### src/rtl/bank_pkg.sv
// rtl/bank_pkg.sv - shared constants for the cache bank request path
// Contents: opcode encodings, channel count, address field bounds and
// write-buffer id width used by the bank crossbar arbiter.
package bank_pkg;

   localparam logic [1:0] BANK_OP_READ  = 2'b00;
   localparam logic [1:0] BANK_OP_WRITE = 2'b01;
   localparam logic [1:0] BANK_OP_FLUSH = 2'b10;
   localparam logic [1:0] BANK_OP_INVAL = 2'b11;

   localparam int BANK_CH_NUM   = 4;
   localparam int BANK_ADDR_LSB = 4;
   localparam int BANK_ADDR_MSB = 31;
   localparam int WBID_W        = 8;

endpackage

### src/rtl/bank_arb_rr_pick.sv
// rtl/bank_arb_rr_pick.sv - combinational 4-way round-robin pick
// Ports:
//   req          in  4  requesting channels (already class-filtered)
//   ptr          in  2  highest-priority channel this cycle
//   grant_onehot out 4  one-hot winner, zero when req is zero
//   grant_id     out 2  binary winner, zero when req is zero
module bank_arb_rr_pick
   import bank_pkg::*;
(
   input  logic [BANK_CH_NUM-1:0] req,
   input  logic [1:0]             ptr,
   output logic [BANK_CH_NUM-1:0] grant_onehot,
   output logic [1:0]             grant_id
);

   logic       found;
   logic [1:0] idx;

   // Walk ptr, ptr+1, ... with natural 2-bit wrap; the first hit wins.
   always_comb begin
      grant_onehot = '0;
      grant_id     = '0;
      found        = 1'b0;
      idx          = '0;
      for (int i = 0; i < BANK_CH_NUM; i++) begin
         idx = ptr + 2'(i);
         if (!found && req[idx]) begin
            found             = 1'b1;
            grant_onehot[idx] = 1'b1;
            grant_id          = idx;
         end
      end
   end

endmodule

### src/rtl/bank_xbar_arb.sv
// rtl/bank_xbar_arb.sv - round-robin arbiter from 4 xbar channels to one bank HTU port
// Optional macro BANK_XBAR_ARB_MAINT_PRIO_EN: flush/invalidate requests win
// over read/write; round-robin then runs among maintenance requesters only.
// Ports:
//   clk_i, rst_i          clock, asynchronous active-low reset
//   ch_valid_i/ch_ready_o per-channel request handshake (ready one-hot or zero)
//   ch_opcode_i           4 x 2-bit opcode, channel k at [2k+1:2k]
//   ch_addr_i             4 x addr[31:4], channel k at [28k+27:28k]
//   ch_wbuffer_id_i       4 x WBID_W write-buffer id
//   htu_valid_o/ready_i   registered request handshake to the hit-test unit
//   htu_ch_id_o, htu_opcode_o, htu_addr_o, htu_wbuffer_id_o  registered payload
module bank_xbar_arb #(
   parameter int CH_NUM = 4,
   parameter int WBID_W = 8
) (
   input  logic                 clk_i,
   input  logic                 rst_i,
   input  logic [CH_NUM-1:0]    ch_valid_i,
   output logic [CH_NUM-1:0]    ch_ready_o,
   input  logic [CH_NUM*2-1:0]  ch_opcode_i,
   input  logic [CH_NUM*28-1:0] ch_addr_i,
   input  logic [CH_NUM*WBID_W-1:0] ch_wbuffer_id_i,
   output logic                 htu_valid_o,
   input  logic                 htu_ready_i,
   output logic [1:0]           htu_ch_id_o,
   output logic [1:0]           htu_opcode_o,
   output logic [27:0]          htu_addr_o,
   output logic [WBID_W-1:0]    htu_wbuffer_id_o
);

   import bank_pkg::*;

   localparam int AW = BANK_ADDR_MSB - BANK_ADDR_LSB + 1;

   logic [1:0]        rr_ptr;
   logic [CH_NUM-1:0] req;
   logic [CH_NUM-1:0] grant_onehot;
   logic [1:0]        grant_id;
   logic              load;

`ifdef BANK_XBAR_ARB_MAINT_PRIO_EN
   logic [CH_NUM-1:0] maint_req;

   always_comb begin
      maint_req = '0;
      for (int k = 0; k < CH_NUM; k++) begin
         maint_req[k] = ch_valid_i[k] &&
                        (ch_opcode_i[2*k +: 2] == BANK_OP_FLUSH ||
                         ch_opcode_i[2*k +: 2] == BANK_OP_INVAL);
      end
   end

   // Maintenance traffic forms its own class; fall back to everyone otherwise.
   assign req = (|maint_req) ? maint_req : ch_valid_i;
`else
   assign req = ch_valid_i;
`endif

   bank_arb_rr_pick u_pick (
      .req          (req),
      .ptr          (rr_ptr),
      .grant_onehot (grant_onehot),
      .grant_id     (grant_id)
   );

   // rst_i gates load so nothing handshakes while reset is held, even between edges.
   assign load       = rst_i && (|ch_valid_i) && (!htu_valid_o || htu_ready_i);
   assign ch_ready_o = grant_onehot & {CH_NUM{load}};

   always_ff @(posedge clk_i or negedge rst_i) begin
      if (!rst_i) begin
         htu_valid_o      <= 1'b0;
         htu_ch_id_o      <= '0;
         htu_opcode_o     <= '0;
         htu_addr_o       <= '0;
         htu_wbuffer_id_o <= '0;
         rr_ptr           <= '0;
      end else if (load) begin
         htu_valid_o      <= 1'b1;
         htu_ch_id_o      <= grant_id;
         htu_opcode_o     <= ch_opcode_i[2*grant_id +: 2];
         htu_addr_o       <= ch_addr_i[AW*grant_id +: AW];
         htu_wbuffer_id_o <= ch_wbuffer_id_i[WBID_W*grant_id +: WBID_W];
         rr_ptr           <= grant_id + 2'd1;
      end else if (htu_ready_i) begin
         htu_valid_o      <= 1'b0;
      end
   end

endmodule

### config.mk
export PLATFORM = sky130hd
export DESIGN_NAME = bank_xbar_arb
export DESIGN_NICKNAME = d
export VERILOG_FILES = /design/src/rtl/bank_pkg.sv /design/src/rtl/bank_arb_rr_pick.sv /design/src/rtl/bank_xbar_arb.sv
export SDC_FILE = /design/constraint.sdc
export NUM_CORES = 1
export LEC_CHECK = 0
export ABC_AREA = 1
export CAP_MARGIN = 30
export CORE_ASPECT_RATIO = 1.2
export CORE_MARGIN = 2
export CORE_UTILIZATION = 25
export DETAILED_ROUTE_END_ITERATION = 12
export GPL_TIMING_DRIVEN = 0
export SYNTH_ARGS = -nofsm -noshare
export SYNTH_HDL_FRONTEND = slang
export SYNTH_SLANG_ARGS = --single-unit
### constraint.sdc
create_clock -name clk_i -period 3.48 [get_ports clk_i]
set_clock_uncertainty 0.2 [all_clocks]
set_input_delay 0.522 -clock clk_i [delete_from_list [all_inputs] [get_ports clk_i]]
set_output_delay 0.522 -clock clk_i [all_outputs]
set_load 0.05 [all_outputs]
== Yosys cells after proc, flatten, opt, wreduce, memory -nomap -nowiden ==
Cells that the tools add are included.
Widths: inputs -> output; s select.

* Bitwise operators: 4
* Magnitude comparators: 8
* Add/subtract/negate cells: 4
* Mux-type cells: 29
* Reductions and logical operators: 16
* Shifts and indexed selects: 3
* Multipliers: 1

{| class="wikitable"
|+ Operators with widths
! kind !! count
|-
| $shiftx 112x8->28 || 1
|-
| $shiftx 32x6->8 || 1
|-
| $mux 4 || 4
|-
| $mux 1 || 13
|-
| $lt 2x3->1 const B || 4
|-
| $or 4x4->4 || 3
|-
| $logic_and 1x1->1 || 9
|-
| $bmux 1 s2 || 4
|-
| $demux 1 s2 || 4
|-
| $ge 2x1->1 const B || 4
|-
| $mux 2 || 4
|-
| $shiftx 8x4->2 || 1
|-
| $mul 3x2->5 const A || 1
|-
| $add 2x1->2 const B || 2
|-
| $add 2x2->2 const B || 2
|-
| $and 4x4->4 || 1
|-
| $logic_not 1->1 || 4
|-
| $reduce_or 4->1 || 1
|-
| $reduce_bool 2->1 || 1
|-
| $logic_or 1x1->1 || 1
|}

* Word-level logic and storage cells: 71
* Input bits: 159
* Register bits after elaboration: 43

== Longest topological paths before layout ==
* Word-level depth: 14
* Mapped depth: 18

== Hierarchy ==
From an unflattened synthesis, not the netlist that was laid out.

* Cell total of the unflattened synthesis: 711
* Area, all modules: 3933.8 µm²

{| class="wikitable"
|+ By module, submodules not included
! module !! area an instance (µm²) !! cells an instance !! instances
|-
| bank_xbar_arb || 3494.6 || 638 || 1
|-
| bank_arb_rr_pick || 439.2 || 73 || 1
|}

== Least setup slack after synthesis ==
OpenSTA, ideal clock, no wires.

* Path type: register -> output
* From: register rr_ptr[0]
* To: output ch_ready_o[0]
* Cell stages (with the launch flop): 15
* Path slack: 0.663 ns
* Data arrival time: 2.095 ns
* Data required time: 2.758 ns
* Path buffers: 1
* Path through: dfrtp_1 buf_6 inv_6 ha_1 inv_1 nand3_2 nand2_4 inv_2 nor2_8 nand2_2 inv_1 nand3_1 nand4_1 nand2_1 inv_1

* Word-level cells in the longest chain between the ends: 13
* Elaborated cells between the ends (all ways): 48

{| class="wikitable"
|+ Ends and longest elaborated chain
! element !! RTL line !! text
|-
| start: declaration || bank_xbar_arb.sv:35 || <nowiki>logic [1:0] rr_ptr;</nowiki>
|-
| start signal: assignment || bank_xbar_arb.sv:84 || <nowiki>rr_ptr <= grant_id + 2'd1;</nowiki>
|-
| parallel branches: the longest is 11 deep, another holds $lt 2x3->1 || -- ||
|-
| $mux 4 (*) || bank_arb_rr_pick.sv:27 || <nowiki>if (!found && req[idx]) begin</nowiki>
|-
| $and 4x4->4 (*) || bank_xbar_arb.sv:68 || <nowiki>assign ch_ready_o = grant_onehot & {CH_NUM{load}};</nowiki>
|-
| end: declaration || bank_xbar_arb.sv:19 || <nowiki>output logic [CH_NUM-1:0] ch_ready_o,</nowiki>
|}

Mark *: on every way between the ends. The select of a mux whose other input is x is not followed.

== Worst setup path in the final report ==
Ends and elaborated chain as after synthesis.

==> reports/summary.txt <==
total global-route track usage: 17.5%
CP Max Fanout: 13
Die Ht: 144 um
Post-CTS Setup Inserts: 0
synthesized area per cell: 5.69 um2
minimum clock period: 3.28 ns
top cells by area, synth: dfrtp_1 (26%), nand2_1 (24%), nand3_1 (20%)
DR DRC count: 0
slowest stage delay, CP: 0.44 ns
H-tree Lvls: 2
path length in cells of the critical path: 15
min-delay worst type: in -> async
placed cell area: 6420 um2
worst path bufs/invs: 7
Seq/Total Area, Yosys: 26.2%
syn_nets: 889
commonest cells in the synthesized netlist: nand2_1 (261), nand3_1 (167), inv_1 (164)
Yosys top cell area share: 26.2%
CTS Buffer Depth: 2
Clk Latency, worst-skew pair: 0.28 ns
crit path from: rr_ptr[0]$_DFFE_PN0P_
vias in the first global route: 4808
Mapped Cells: 722
synthesis-stage register bit count: 43
slowest cell on the critical path: dfrtp_2
Startpoint Class: flop
1st-pass router iterations: 4
critical path cell sequence: buf_6 > inv_6 > ha_1 > inv_1 > nand3_2 > nand2_4 > inv_2 > nor2_8 > nand2_2 > inv_1 > nand3_1 > nand4_1 > nand2_1 > inv_1 > clkbuf_4
Slew headroom: 62.2%
clock-pin slew on the worst setup and hold paths: 0.07 ns
largest net degree at the start of global routing: 24
crit end category: output pin
Die Width: 121 um
cells on worst reg2reg path: 15
number of flops mapped to enable cells by yosys: 0
status: finished, final reports clean
setup_tns: 0 ns
antenna violations before repair: 0
peak supply drop: 0.398 mV
Syn. warnings: 0
CTS tree: done
Design Area, Final: 6650 um2
Tightest Pin Transition: 0.565 ns
via count: 4970
dpl hpwl: 12200 um
GPL Wtd Cong: 0.788
count of final setup violators: 0
ANT cells: 0
IO Count: 204
critical path type: reg -> out
leakage: 3.71 nW
Async S/R FF share, synth: 100%
first-pass GRT wire length: 24200 um
Post-Syn Area: 4110 um2
grt ovf: 0
most common cell in the netlist: nand2_1
f_max: 305 MHz
wire length per cell: 13.2 um
Pwr Density: 1100 nW/um2
placeable core area: 16100 um2
Unique masters post-synth: 26
drt total wl: 15200 um
Total Nets Final: 1103
Final Max Slew Viols: 0
Num CTS Buffers: 5
area of the die: 17500 um2
max_cap viols: 0
drt initial violations: 298
clock root buffer: clkbuf_16
Data required, critical path: 2.76 ns
Synth Flop Type: dfrtp_1
Area growth, synth to finish: 61.8%
Vias per Instance: 4.33
row count: 51
reg-to-reg setup timing slack: 0.49 ns
period utilization: 94.2%
antenna-violating nets left: 0
critical path endpoint: ch_ready_o[0]
post-synthesis cell type with the largest combined area: dfrtp_1
Top cell by count, worst path: inv_1
layout cells sized above 1: 6.94%
RSZ-0062 raised after global routing: false
reg2reg end: htu_opcode_o[1]$_DFFE_PN0P_
final hold viol count: 0
fill count: 1766
Reg2Reg Launch Point: rr_ptr[0]$_DFFE_PN0P_
Largest delay share family, worst path: buffers and inverters
Initial Util: 25.5%
Critical Path AT: 2.56 ns
CTS sink cnt: 43
Port-buffer cells: 203
[worst min path at each step]
stage / startpoint / endpoint / slack [ns] / depth (start not counted)
floorplan: rst_i / htu_addr_o[0]$_DFFE_PN0P_ / 0.03 / 0
global placement: htu_addr_o[25]$_DFFE_PN0P_ / htu_addr_o[25]$_DFFE_PN0P_ / 0.26 / 2
detailed placement: htu_addr_o[10]$_DFFE_PN0P_ / htu_addr_o[10]$_DFFE_PN0P_ / 0.26 / 2
CTS: rst_i / htu_addr_o[9]$_DFFE_PN0P_ / 0.07 / 3
global route: rst_i / htu_addr_o[9]$_DFFE_PN0P_ / 0.08 / 3
finish: rst_i / htu_addr_o[9]$_DFFE_PN0P_ / 0.07 / 3
[through the flow]
step	std cells	utilization [%]	power [mW]	hold slack (ns)	setup WS [ns]
4_1_cts	1148	41.1	7.43	0.0724	0.0214
2_1_floorplan	722	-	5.03	0.0264	0.663
6_report	1149	41.2	7.31	0.0684	0.202
3_5_place_dp	1138	39.8	6.84	0.264	-0.666
3_3_place_gp	1137	39.7	6.78	0.261	-2.25
5_1_grt	1149	41.2	8.08	0.0760	0.00640
[state kept, by name, summed over array words and instances (netlist names)]
name              cells
htu_valid_o           1
htu_opcode_o          2
rr_ptr                2
htu_ch_id_o           2
htu_wbuffer_id_o      8
htu_addr_o           28
[cells in the final DEF, fill, tap and decap left out, drive strengths merged, types with 2 or more instances in the layout]
master | netlist | routed
ha | 8 | 8
clkbuf | 14 | 24
nand4 | 6 | 6
o21ai | 5 | 5
nor2 | 4 | 4
nand3 | 170 | 170
a22oi | 2 | 2
clkdlybuf4s50 | 0 | 198
nand2 | 271 | 271
dfrtp | 43 | 43
buf | 28 | 32
inv | 168 | 168
[logic make-up (layout without fill, tap and decap cells)]
logic type,Yosys count,after routing,synth area share (%)
buffers and inverters,210,425,20.8
flip-flops,43,43,26.2
AND/OR/NAND/NOR,451,451,49.1
adder cells (fa/ha/maj),8,8,2.44
AO/OA/AOI/OAI,10,10,1.46
[layout make-up]
type / instances / area, um2 / share of cell area (%)
Multi-Input combinational cell: 469 / 2180 / 32.8
Clock buffer: 6 / 139 / 2.09
Clock inverter: 2 / 35.0 / 0.527
Sequential cell: 43 / 1080 / 16.2
Timing Repair Buffer: 207 / 2100 / 31.5
Buffer: 42 / 220 / 3.31
Tap cell: 212 / 265 / 3.99
Inverter: 168 / 636 / 9.56
[worst reg2reg max path, stage by stage (launching register included)]
cell	delay, ns
dfrtp_2	0.44
buf_6	0.16
inv_6	0.12
ha_1	0.31
inv_1	0.12
nand3_2	0.10
nand2_4	0.11
inv_2	0.07
nor2_8	0.14
nand4_1	0.10
nand2_1	0.21
clkbuf_1	0.46
nand3_1	0.17
nand2_1	0.10
nand2_1	0.05
nand2_1	0.07
[metal layers]
metal | part of all wire, % | wire length (um) | up-vias | GRT usage, %
met2 | 52 | 7870 | 130 | 32.1
met3 | 5.3 | 800 | 10 | 3.55
met4 | 1.2 | 186 | 0 | 3.55
met5 | 0 | 0 | - | 0
met1 | 42 | 6370 | 2235 | 21.1
li1 | - | - | 2595 | -
[what timing repair did]
action	CTS	global route
hold buffers	2	0
setup endpoints to repair	4	4
gates resized for setup	14	14
hold endpoints to repair	20	0
[power breakdown]
part	switching [mW]	leakage (nW)	internal, mW
sequential	0.154	0.527	0.749
clock	0.195	0.0868	0.357
combinational	3.88	3.10	1.98
total	4.23	3.71	3.09
Note: power is estimated with default switching activity, not from simulation.
